File: src/rtl/cordic_req_arbiter.sv
// Round-robin front end that shares one cordic_sin_cos core between N_REQ requesters.
// Define CORDIC_ARB_TIMEOUT_EN to add a WAIT-state watchdog that returns rsp_err on a stalled core.
module cordic_req_arbiter #(
  parameter int N_REQ          = 4,
  parameter int ID_W           = 2,
  parameter int TIMEOUT_CYCLES = 64
) (
  input  logic                 clk,
  input  logic                 reset,
  input  logic [N_REQ-1:0]     req,
  input  logic [16*N_REQ-1:0]  req_angle,
  output logic [N_REQ-1:0]     ack,
  output logic                 busy,
  output logic                 rsp_valid,
  output logic [ID_W-1:0]      rsp_id,
  output logic [15:0]          rsp_sine,
  output logic [15:0]          rsp_cosine,
  output logic                 rsp_err,
  output logic                 core_start,
  output logic [15:0]          core_angle,
  input  logic [15:0]          core_sine,
  input  logic [15:0]          core_cosine,
  input  logic                 core_done
);

  typedef enum logic [2:0] {IDLE, NORM, ISSUE, WAIT, RESP} state_e;

  state_e          state_q;
  logic [ID_W-1:0] rrPtr_q, grantId_q, rspId_q;
  logic [15:0]     workAngle_q, coreAngle_q, rspSine_q, rspCosine_q;
  logic [2:0]      normK_q;
  logic            blankDone_q, coreStart_q, rspValid_q;

  logic            winFound;
  logic [ID_W-1:0] winIdx;
  logic [15:0]     winAngle;
  logic [16:0]     normThresh;
  logic [15:0]     normNext;

  // Round-robin search: indices above rrPtr_q first, then wrap to the low ones.
  always_comb begin
    winFound = 1'b0;
    winIdx   = '0;
    winAngle = '0;
    for (int i = 0; i < N_REQ; i++) begin
      if (!winFound && req[i] && (i > int'(rrPtr_q))) begin
        winFound = 1'b1;
        winIdx   = ID_W'(i);
        winAngle = req_angle[16*i +: 16];
      end
    end
    for (int i = 0; i < N_REQ; i++) begin
      if (!winFound && req[i] && (i <= int'(rrPtr_q))) begin
        winFound = 1'b1;
        winIdx   = ID_W'(i);
        winAngle = req_angle[16*i +: 16];
      end
    end
  end

  // Ack must land in the same IDLE cycle the winner is chosen; reset masks it.
  always_comb begin
    ack = '0;
    for (int i = 0; i < N_REQ; i++) begin
      ack[i] = !reset && (state_q == IDLE) && winFound && (int'(winIdx) == i);
    end
  end

  always_comb begin
    normThresh = 17'd360 << normK_q;
    normNext   = workAngle_q;
    if ({1'b0, workAngle_q} >= normThresh) begin
      normNext = workAngle_q - normThresh[15:0];
    end
  end

`ifdef CORDIC_ARB_TIMEOUT_EN
  localparam int WD_W = $clog2(TIMEOUT_CYCLES + 1);
  logic [WD_W-1:0] wdCount_q;
  logic            rspErr_q;
`endif

  always_ff @(posedge clk or posedge reset) begin
    if (reset) begin
      state_q     <= IDLE;
      rrPtr_q     <= ID_W'(N_REQ - 1);
      grantId_q   <= '0;
      rspId_q     <= '0;
      workAngle_q <= '0;
      coreAngle_q <= '0;
      rspSine_q   <= '0;
      rspCosine_q <= '0;
      normK_q     <= '0;
      blankDone_q <= 1'b0;
      coreStart_q <= 1'b0;
      rspValid_q  <= 1'b0;
`ifdef CORDIC_ARB_TIMEOUT_EN
      wdCount_q   <= '0;
      rspErr_q    <= 1'b0;
`endif
    end else begin
      coreStart_q <= 1'b0;
      rspValid_q  <= 1'b0;
      case (state_q)
        IDLE: begin
          if (winFound) begin
            grantId_q   <= winIdx;
            rrPtr_q     <= winIdx;
            workAngle_q <= winAngle;
            normK_q     <= 3'd7;
            state_q     <= NORM;
          end
        end
        NORM: begin
          workAngle_q <= normNext;
          if (normK_q == 3'd0) begin
            coreAngle_q <= normNext;
            coreStart_q <= 1'b1;
            state_q     <= ISSUE;
          end else begin
            normK_q <= normK_q - 3'd1;
          end
        end
        ISSUE: begin
          blankDone_q <= 1'b0;
`ifdef CORDIC_ARB_TIMEOUT_EN
          wdCount_q   <= '0;
`endif
          state_q     <= WAIT;
        end
        WAIT: begin
          // The core still shows the previous done level during the first WAIT cycle.
          if (blankDone_q && core_done) begin
            rspSine_q   <= core_sine;
            rspCosine_q <= core_cosine;
            rspId_q     <= grantId_q;
            rspValid_q  <= 1'b1;
`ifdef CORDIC_ARB_TIMEOUT_EN
            rspErr_q    <= 1'b0;
`endif
            state_q     <= RESP;
`ifdef CORDIC_ARB_TIMEOUT_EN
          end else if (wdCount_q == WD_W'(TIMEOUT_CYCLES - 1)) begin
            rspSine_q   <= '0;
            rspCosine_q <= '0;
            rspId_q     <= grantId_q;
            rspValid_q  <= 1'b1;
            rspErr_q    <= 1'b1;
            state_q     <= RESP;
`endif
          end else begin
            blankDone_q <= 1'b1;
`ifdef CORDIC_ARB_TIMEOUT_EN
            wdCount_q   <= wdCount_q + 1'b1;
`endif
          end
        end
        RESP: begin
          state_q <= IDLE;
        end
        default: begin
          state_q <= IDLE;
        end
      endcase
    end
  end

`ifdef CORDIC_ARB_TIMEOUT_EN
  assign rsp_err = rspErr_q;
`else
  logic unusedTimeout;
  assign unusedTimeout = (TIMEOUT_CYCLES != 0);
  assign rsp_err       = 1'b0;
`endif

  assign busy       = (state_q != IDLE);
  assign rsp_valid  = rspValid_q;
  assign rsp_id     = rspId_q;
  assign rsp_sine   = rspSine_q;
  assign rsp_cosine = rspCosine_q;
  assign core_start = coreStart_q;
  assign core_angle = coreAngle_q;

endmodule

File: config.mk
export PLATFORM = sky130hd
export DESIGN_NAME = cordic_req_arbiter
export DESIGN_NICKNAME = d
export VERILOG_FILES = /design/src/rtl/cordic_req_arbiter.sv
export SDC_FILE = /design/constraint.sdc
export NUM_CORES = 1
export LEC_CHECK = 0
export CAP_MARGIN = 40
export CORE_UTILIZATION = 47
export CTS_BUF_LIST = sky130_fd_sc_hd__clkbuf_4
export DETAILED_ROUTE_END_ITERATION = 8
export GPL_TIMING_DRIVEN = 0
export PLACE_DENSITY_LB_ADDON = 0.08
export SLEW_MARGIN = 5
export SYNTH_ARGS = -nofsm -noshare
export SYNTH_HDL_FRONTEND = slang
export SYNTH_SLANG_ARGS = --single-unit
File: constraint.sdc
create_clock -name clk -period 3.8 [get_ports clk]
set_input_delay 0.76 -clock clk [delete_from_list [all_inputs] [get_ports clk]]
set_output_delay 0.76 -clock clk [all_outputs]
set_load 0.005 [all_outputs]
==> key figures, run 1 <==
Global routing
  – Grt total ovfl: 0
  – Initial antenna violation count: 0
  – Vias in the first global route: 4,201
  – Largest net degree at the start of global routing: 69
  – First-pass GRT wire length: 20,730 microns
  – GR Util All Layers: 0.2608

Synthesis
  – Ys Warns: 0
  – Top cells by area, synth: dfrtp_1 (41%), mux2_2 (8.3%), ha_1 (5.3%)
  – Yosys cell types: 66
  – Syn_area_per_cell: 9.934 sq um
  – Yosys top cell area share: 0.4067
  – Register area share after synthesis: 0.4177
  – Syn nets: 600
  – Main synth FF type: dfrtp_1
  – Synth area leader: dfrtp_1
  – Syn Inst Count: 477
  – Yosys reg bits: 79
  – Post-synth EDFFs: 0
  – Fraction of registers with async set/reset: 1.000
  – Mapped cell area: 4738 sq um

Timing
  – Pins Over Slew Limit: 0
  – Slack of the critical path: 0.1225 ns
  – RSZ-0062 raised after global routing: false
  – Tmin final: 3.677 ns
  – Final Skew: 0.02005 ns
  – Peak Freq: 271.9 MHz
  – Final period util: 0.9678
  – Final Hold Viols: 0
  – Setup-failing EPs final: 0
  – Worst-Margin Slew: 0.6436 ns
  – Slew HR: 0.5691
  – WHS: 0.4940 ns

Power
  – Maximum vdd drop: 511.1 uV
  – Leakage power total: 2.758 nW
  – Power density over the cells: 931.5 nW/um^2
  – Final Power: 6.210 mW

Die
  – Die Wd: 102.4 microns
  – Ports: 161
  – Core area: 9774 sq um
  – Height of the chip: 102.4 microns
  – Full die area: 10,490 sq um
  – Starting Density: 0.4848
  – Row cnt: 36

Finish
  – Final core utilization: 0.6820
  – Commonest non-fill, non-tap cell in the layout: clkdlybuf4s50_1
  – Fin cells: 784
  – Most frequent cells in the layout: clkdlybuf4s50_1 (156), dfrtp_1 (77), nand2_1 (61)
  – Share of cells above drive strength 1: 0.1475
  – Syn-to-layout area delta: 40.69%
  – Final net count: 770
  – Antenna cells: 0

Clock network
  – CTS tree: built
  – Root Buffer: clkbuf_4
  – Clk sink count: 79
  – Num CTS Buffers: 9
  – Cts hold-fix bufs: 0
  – H-tree depth: 3
  – Clk buf depth: 2
  – Clk slew on worst S/H paths: 0.12 ns
  – Worst skew pair latency: 0.43 ns

Place
  – Gp weighted congestion: 0.9243
  – Setup Slack @ Placement: -0.1471 ns
  – Port-buffer cells: 158
  – DP HPWL: 10,360 microns
  – Inst Count DP: 769

Detailed routing
  – DRT Wirelength: 13,250 microns
  – Drt drc: 0
  – Vias per inst: 5.574
  – DR WL/cell: 16.90 microns
  – Via count: 4,370
  – Pre-antenna DRT Iters: 8
  – Post-DRT Antenna Nets: 0
  – Initial DRC count: 214

Min path
  – Hold Crit Class: flip-flop to flip-flop

Critical path
  – CP required: 3.04 ns
  – Crit path kind: input pin to primary output
  – Critical path peak fanout: 10
  – Critical path arrival: 2.92 ns
  – Crit start category: input pin
  – CP Capture Type: primary output

Run
  – Max cap viols: 0

Run status
  – Status: finished, final reports clean
## cells by family after synthesis
kind of cell,Yosys count,share of synthesized area
buf+inv,37,0.03855
fa+ha+maj,20,0.05281
xor+xnor,11,0.02033
mux,49,0.1138
compound gates,129,0.2062
simple gates,151,0.1497
other cells,1,0.0007914
flops,79,0.4177
## through the flow
step	area, sq um	TNS, ns
finish	6666	0
global route	6666	0
CTS	6655	0
detailed placement	6516	-0.1471
global placement	6486	-25.48
floorplan	4738	0
## cells in the mapped netlist, types with 3 or more instances
cell type and n:
nand3_1 21, nor2_1 29, or3_1 4, inv_1 11, nand2b_1 5, clkbuf_1 8, nor4_1 3, o21a_1 3
o21ai_1 6, nor3_1 7, a31oi_1 4, and2_1 3, buf_2 11, xor2_1 3, ha_1 20, a22oi_1 7
o21ai_0 12, a211oi_1 3, o31ai_1 3, xnor2_1 8, a221oi_1 7, a221o_1 10, dfrtp_1 77, nand2_1 61
nor2_2 4, mux2i_1 13, mux2_2 35, a21oi_1 39, a222oi_1 6, a21o_1 3, buf_6 3
## area by class of cell
type                            count  area, sq um
Fill cell                         823         3108
Multi-Input combinational cell    361         2597
Sequential cell                    79         1979
Timing Repair Buffer              159         1610
Tap cell                          133        166.4
Buffer                             25        137.6
Clock buffer                        9        67.56
Clock inverter                      6        60.06
Inverter                           12        47.55
## metal layers
layer | GRT usage | part of all wire | vias up
li1 | - | - | 2107
met1 | 0.3459 | 0.45 | 2070
met2 | 0.4161 | 0.47 | 175
met3 | 0.06772 | 0.068 | 18
met4 | 0.08462 | 0.013 | 0
met5 | 0 | 0 | -
## timing repair
action / 4_1_cts / 5_1_grt
endpoints found under the setup margin: 2 / 4
resized for setup: 4 / 2
pin swaps: 0 / 0
buffers inserted: 0 / 0
## flip-flops by register name (all words and copies together), names as in the netlist
signal	cells
core_angle	16
rsp_cosine	16
rsp_sine	16
workAngle_q	16
normK_q	3
state_q	3
grantId_q	2
rrPtr_q	2
rsp_id	2
blankDone_q	1
core_start	1
rsp_valid	1
## where the power goes
group	switching (mW)	total, mW	internal, mW
logic	2.11	4.18	2.07
clock network	0.293	0.488	0.195
registers	0.263	1.54	1.27
total	2.67	6.21	3.54
## path summary, 6_finish.rpt
path | start | end | slack, ns | cells after the start
max | req[0] | ack[3] | 0.12 | 8
min | core_angle[12] | core_angle[12] | 0.49 | 2
max reg2reg | normK_q[2] | workAngle_q[14] | 0.58 | 11
min reg2reg | core_angle[12] | core_angle[12] | 0.49 | 2
max in group asynchronous | reset | rrPtr_q[1] | 2.59 | 3
min in group asynchronous | reset | rsp_id[1] | 0.60 | 2
## critical path, stage by stage
cell and delay [ns]:
clkdlybuf4s50_1 0.47, nor2_1 0.21, nor4b_4 0.28, a21o_2 0.23, buf_4 0.22, nor2_1 0.07
nor2_1 0.14, clkdlybuf4s50_1 0.52
(Power assumes the default switching activity.)
==> inputs of run 2 (changes only) <==
--- a/config.mk
+++ b/config.mk
@@ -10,6 +10,7 @@
 export CTS_BUF_LIST = sky130_fd_sc_hd__clkbuf_4
 export DETAILED_ROUTE_END_ITERATION = 8
 export GPL_TIMING_DRIVEN = 0
+export HOLD_SLACK_MARGIN = 0.12
 export PLACE_DENSITY_LB_ADDON = 0.08
 export SLEW_MARGIN = 5
 export SYNTH_ARGS = -nofsm -noshare
==> results of run 2 <==
Final layout, timing and power as in run 1 (identical DEF).
==> inputs of run 3 (changes only) <==
==> constraint.sdc (replaced) <==
create_clock -name clk -period 3.6 [get_ports clk]
set_input_delay 0.72 -clock clk [delete_from_list [all_inputs] [get_ports clk]]
set_output_delay 0.72 -clock clk [all_outputs]
set_load 0.005 [all_outputs]
==> run 3 against run 2 <==
Via count rose by 1.2%. Critical path depth did not move. Sequential share of layout area is 0.092 points lower. Wire length increased by 0.20%. Power is 5.9% higher. Clock skew fell by 0.0019 ns. Hold slack barely moved. Core utilization up 0.26 points. Sequential power grew 6%. Clock power rose by 5.7%. Critical endpoint unchanged. Largest power group unchanged.
==> key figures, run 3 (synthesized netlist as in run 1, its figures left out) <==
Run status
  – Status: finished, final reports clean

Finish
  – Commonest non-fill, non-tap cell in the layout: clkdlybuf4s50_1
  – Design area: 6691 sq um (+0.38%)
  – Final net count: 770 (unchanged)
  – Most frequent cells in the layout: clkdlybuf4s50_1 (154), dfrtp_1 (76), nand2_1 (61)
  – Share of cells above drive strength 1: 0.1551 (+0.007680)
  – Filler cells: 827 (+0.49%)
  – Antenna cells: 0 (unchanged)
  – Syn-to-layout area delta: 41.22%

Die
  – Full die area: 10,490 sq um (unchanged)
  – Starting Density: 0.4848 (unchanged)
  – Height of the chip: 102.4 microns (unchanged)
  – Core area: 9774 sq um (unchanged)
  – Die Wd: 102.4 microns (unchanged)
  – Row cnt: 36 (unchanged)
  – Ports: 161 (unchanged)

Detailed routing
  – DRT Wirelength: 13,280 microns (+0.20%)
  – Pre-antenna DRT Iters: 7 (-1)
  – Via count: 4,424 (+1.2%)
  – Initial DRC count: 207 (-3.3%)
  – Vias per inst: 5.643 (+1.2%)
  – DR WL/cell: 16.94 microns (+0.20%)
  – Drt drc: 0 (unchanged)
  – Post-DRT Antenna Nets: 0 (unchanged)

Critical path
  – Slowest stage delay, CP: 0.61 ns (+0.09 ns)
  – Crit path kind: flip-flop to primary output
  – Critical path arrival: 2.72 ns (-0.20 ns)
  – Crit start category: flip-flop
  – Slowest cell on the critical path: dfstp_2
  – Critical path peak fanout: 10 (unchanged)
  – CP Capture Type: primary output
  – CP Cell Sequence: nand2b_1, buf_2, o2bb2ai_1, a21o_2, buf_4, nor2_1, nor2_1, clkdlybuf4s50_1
  – CP required: 2.88 ns (-0.16 ns)
  – Most used cell, CP: nor2_1

Global routing
  – Grt total ovfl: 0 (unchanged)
  – Largest net degree at the start of global routing: 69 (unchanged)
  – Vias in the first global route: 4,201 (unchanged)
  – GR Util All Layers: 0.2608 (unchanged)
  – Initial antenna violation count: 0 (unchanged)
  – First-pass GRT wire length: 20,730 microns (unchanged)

Timing
  – Slew HR: 0.5583 (-0.01082)
  – Peak Freq: 291.0 MHz
  – Total Negative Setup Slacks: 0 ns (unchanged)
  – Pins Over Slew Limit: 0 (unchanged)
  – Final Skew: 0.01812 ns (-0.001929 ns)
  – Setup-failing EPs final: 0 (unchanged)
  – Final Hold Viols: 0 (unchanged)
  – Tmin final: 3.436 ns
  – RSZ-0062 raised after global routing: false
  – Final period util: 0.9545
  – Worst-Margin Slew: 0.6597 ns (+0.01616 ns)

Place
  – DP HPWL: 10,360 microns (unchanged)
  – Gp weighted congestion: 0.9243 (unchanged)
  – Port-buffer cells: 158 (unchanged)
  – Dpl cell area: 6516 sq um (unchanged)

Clock network
  – Clk sink count: 79 (unchanged)
  – H-tree depth: 3 (unchanged)
  – Clk buf depth: 2 (unchanged)
  – CTS tree: built
  – Num CTS Buffers: 9 (unchanged)
  – Clk slew on worst S/H paths: 0.12 ns (about the same)
  – Root Buffer: clkbuf_4
  – Worst skew pair latency: 0.42 ns (about the same)

Power
  – Leakage power total: 2.785 nW (+0.97%)
  – Maximum vdd drop: 538.2 uV (+5.3%)
  – Power density over the cells: 982.6 nW/um^2 (+5.5%)

Run
  – Max cap viols: 0 (unchanged)

Min path
  – Hold Crit Class: flip-flop to flip-flop
## run 3: cell types whose count changed in the layout (fill, tap and decap cells not counted), sizes merged
cell / change
clkdlybuf4s50: -2
dlygate4sd2: +1
dlymetal6s2s: +1
## run 3: timing repair
action / CTS / global route
setup endpoints to repair: 4 / 4
endpoints found under the hold margin: 0 / 0
pin swaps: 0 / 0
setup buffers: 0 / 1
resized for setup: 5 / 10
hold buffers: 0 / 0
## run 3: routing by layer
layer  up-vias  GRT usage  routed length [microns]  share of wire
met5         -          0                        0              0
met2       181     0.4161                     6344           0.48
met1      2120     0.3459                     5786           0.44
met4         0    0.08462                      167          0.013
li1       2107          -                        -              -
met3        16    0.06772                      982          0.074
## run 3: path summary, 6_finish.rpt
kind,from,slack (ns),cells after the start,to
worst max-delay path,rrPtr_q[0],0.16,8,ack[3]
worst min-delay path,core_angle[12],0.49,2,core_angle[12]
worst max register to register,normK_q[2],0.37,11,workAngle_q[14]
worst min register to register,core_angle[12],0.49,2,core_angle[12]
max in group asynchronous,reset,2.42,3,rrPtr_q[1]
min in group asynchronous,reset,0.56,2,rsp_id[1]
## run 3: layout make-up
cell class	instances	area, sq um	share of cell area
well taps	133	166.4	0.02487
multi-input cells	361	2611	0.3902
repair buffers	160	1619	0.2420
flip-flops and latches	79	1981	0.2960
plain buffers	24	138.9	0.02076
clock buffers	9	67.56	0.01010
clock inverters	6	60.06	0.008975
inverters	12	47.55	0.007105
## run 3: critical path: cells and delay by family (launching register included)
| kind | cells | cell delay [ns] |
|---|---|---|
| DFF | 1 | 0.61 |
| buffers and inverters | 3 | 0.92 |
| AOI/OAI and AO/OA | 2 | 0.43 |
| and+or+nand+nor | 3 | 0.32 |
## run 3: metrics by stage
step | hold slack, ns | worst slack [ns] | cells | util | power, mW
after floorplan | 0.4394 | 0.01434 | 477 | - | 4.602
after global placement | 0.4641 | -1.709 | 768 | 0.6636 | 5.909
after detailed placement | 0.4737 | -0.2671 | 769 | 0.6667 | 6.027
after CTS | 0.5017 | 0.01356 | 784 | 0.6807 | 6.566
after global routing | 0.5286 | 0.008133 | 784 | 0.6846 | 7.113
final | 0.4938 | 0.1637 | 784 | 0.6846 | 6.575
## run 3: power by group
part	leakage, nW	internal [mW]	switching [mW]
combinational	1.76	2.20	2.23
sequential	0.953	1.34	0.286
clock	0.0696	0.206	0.310
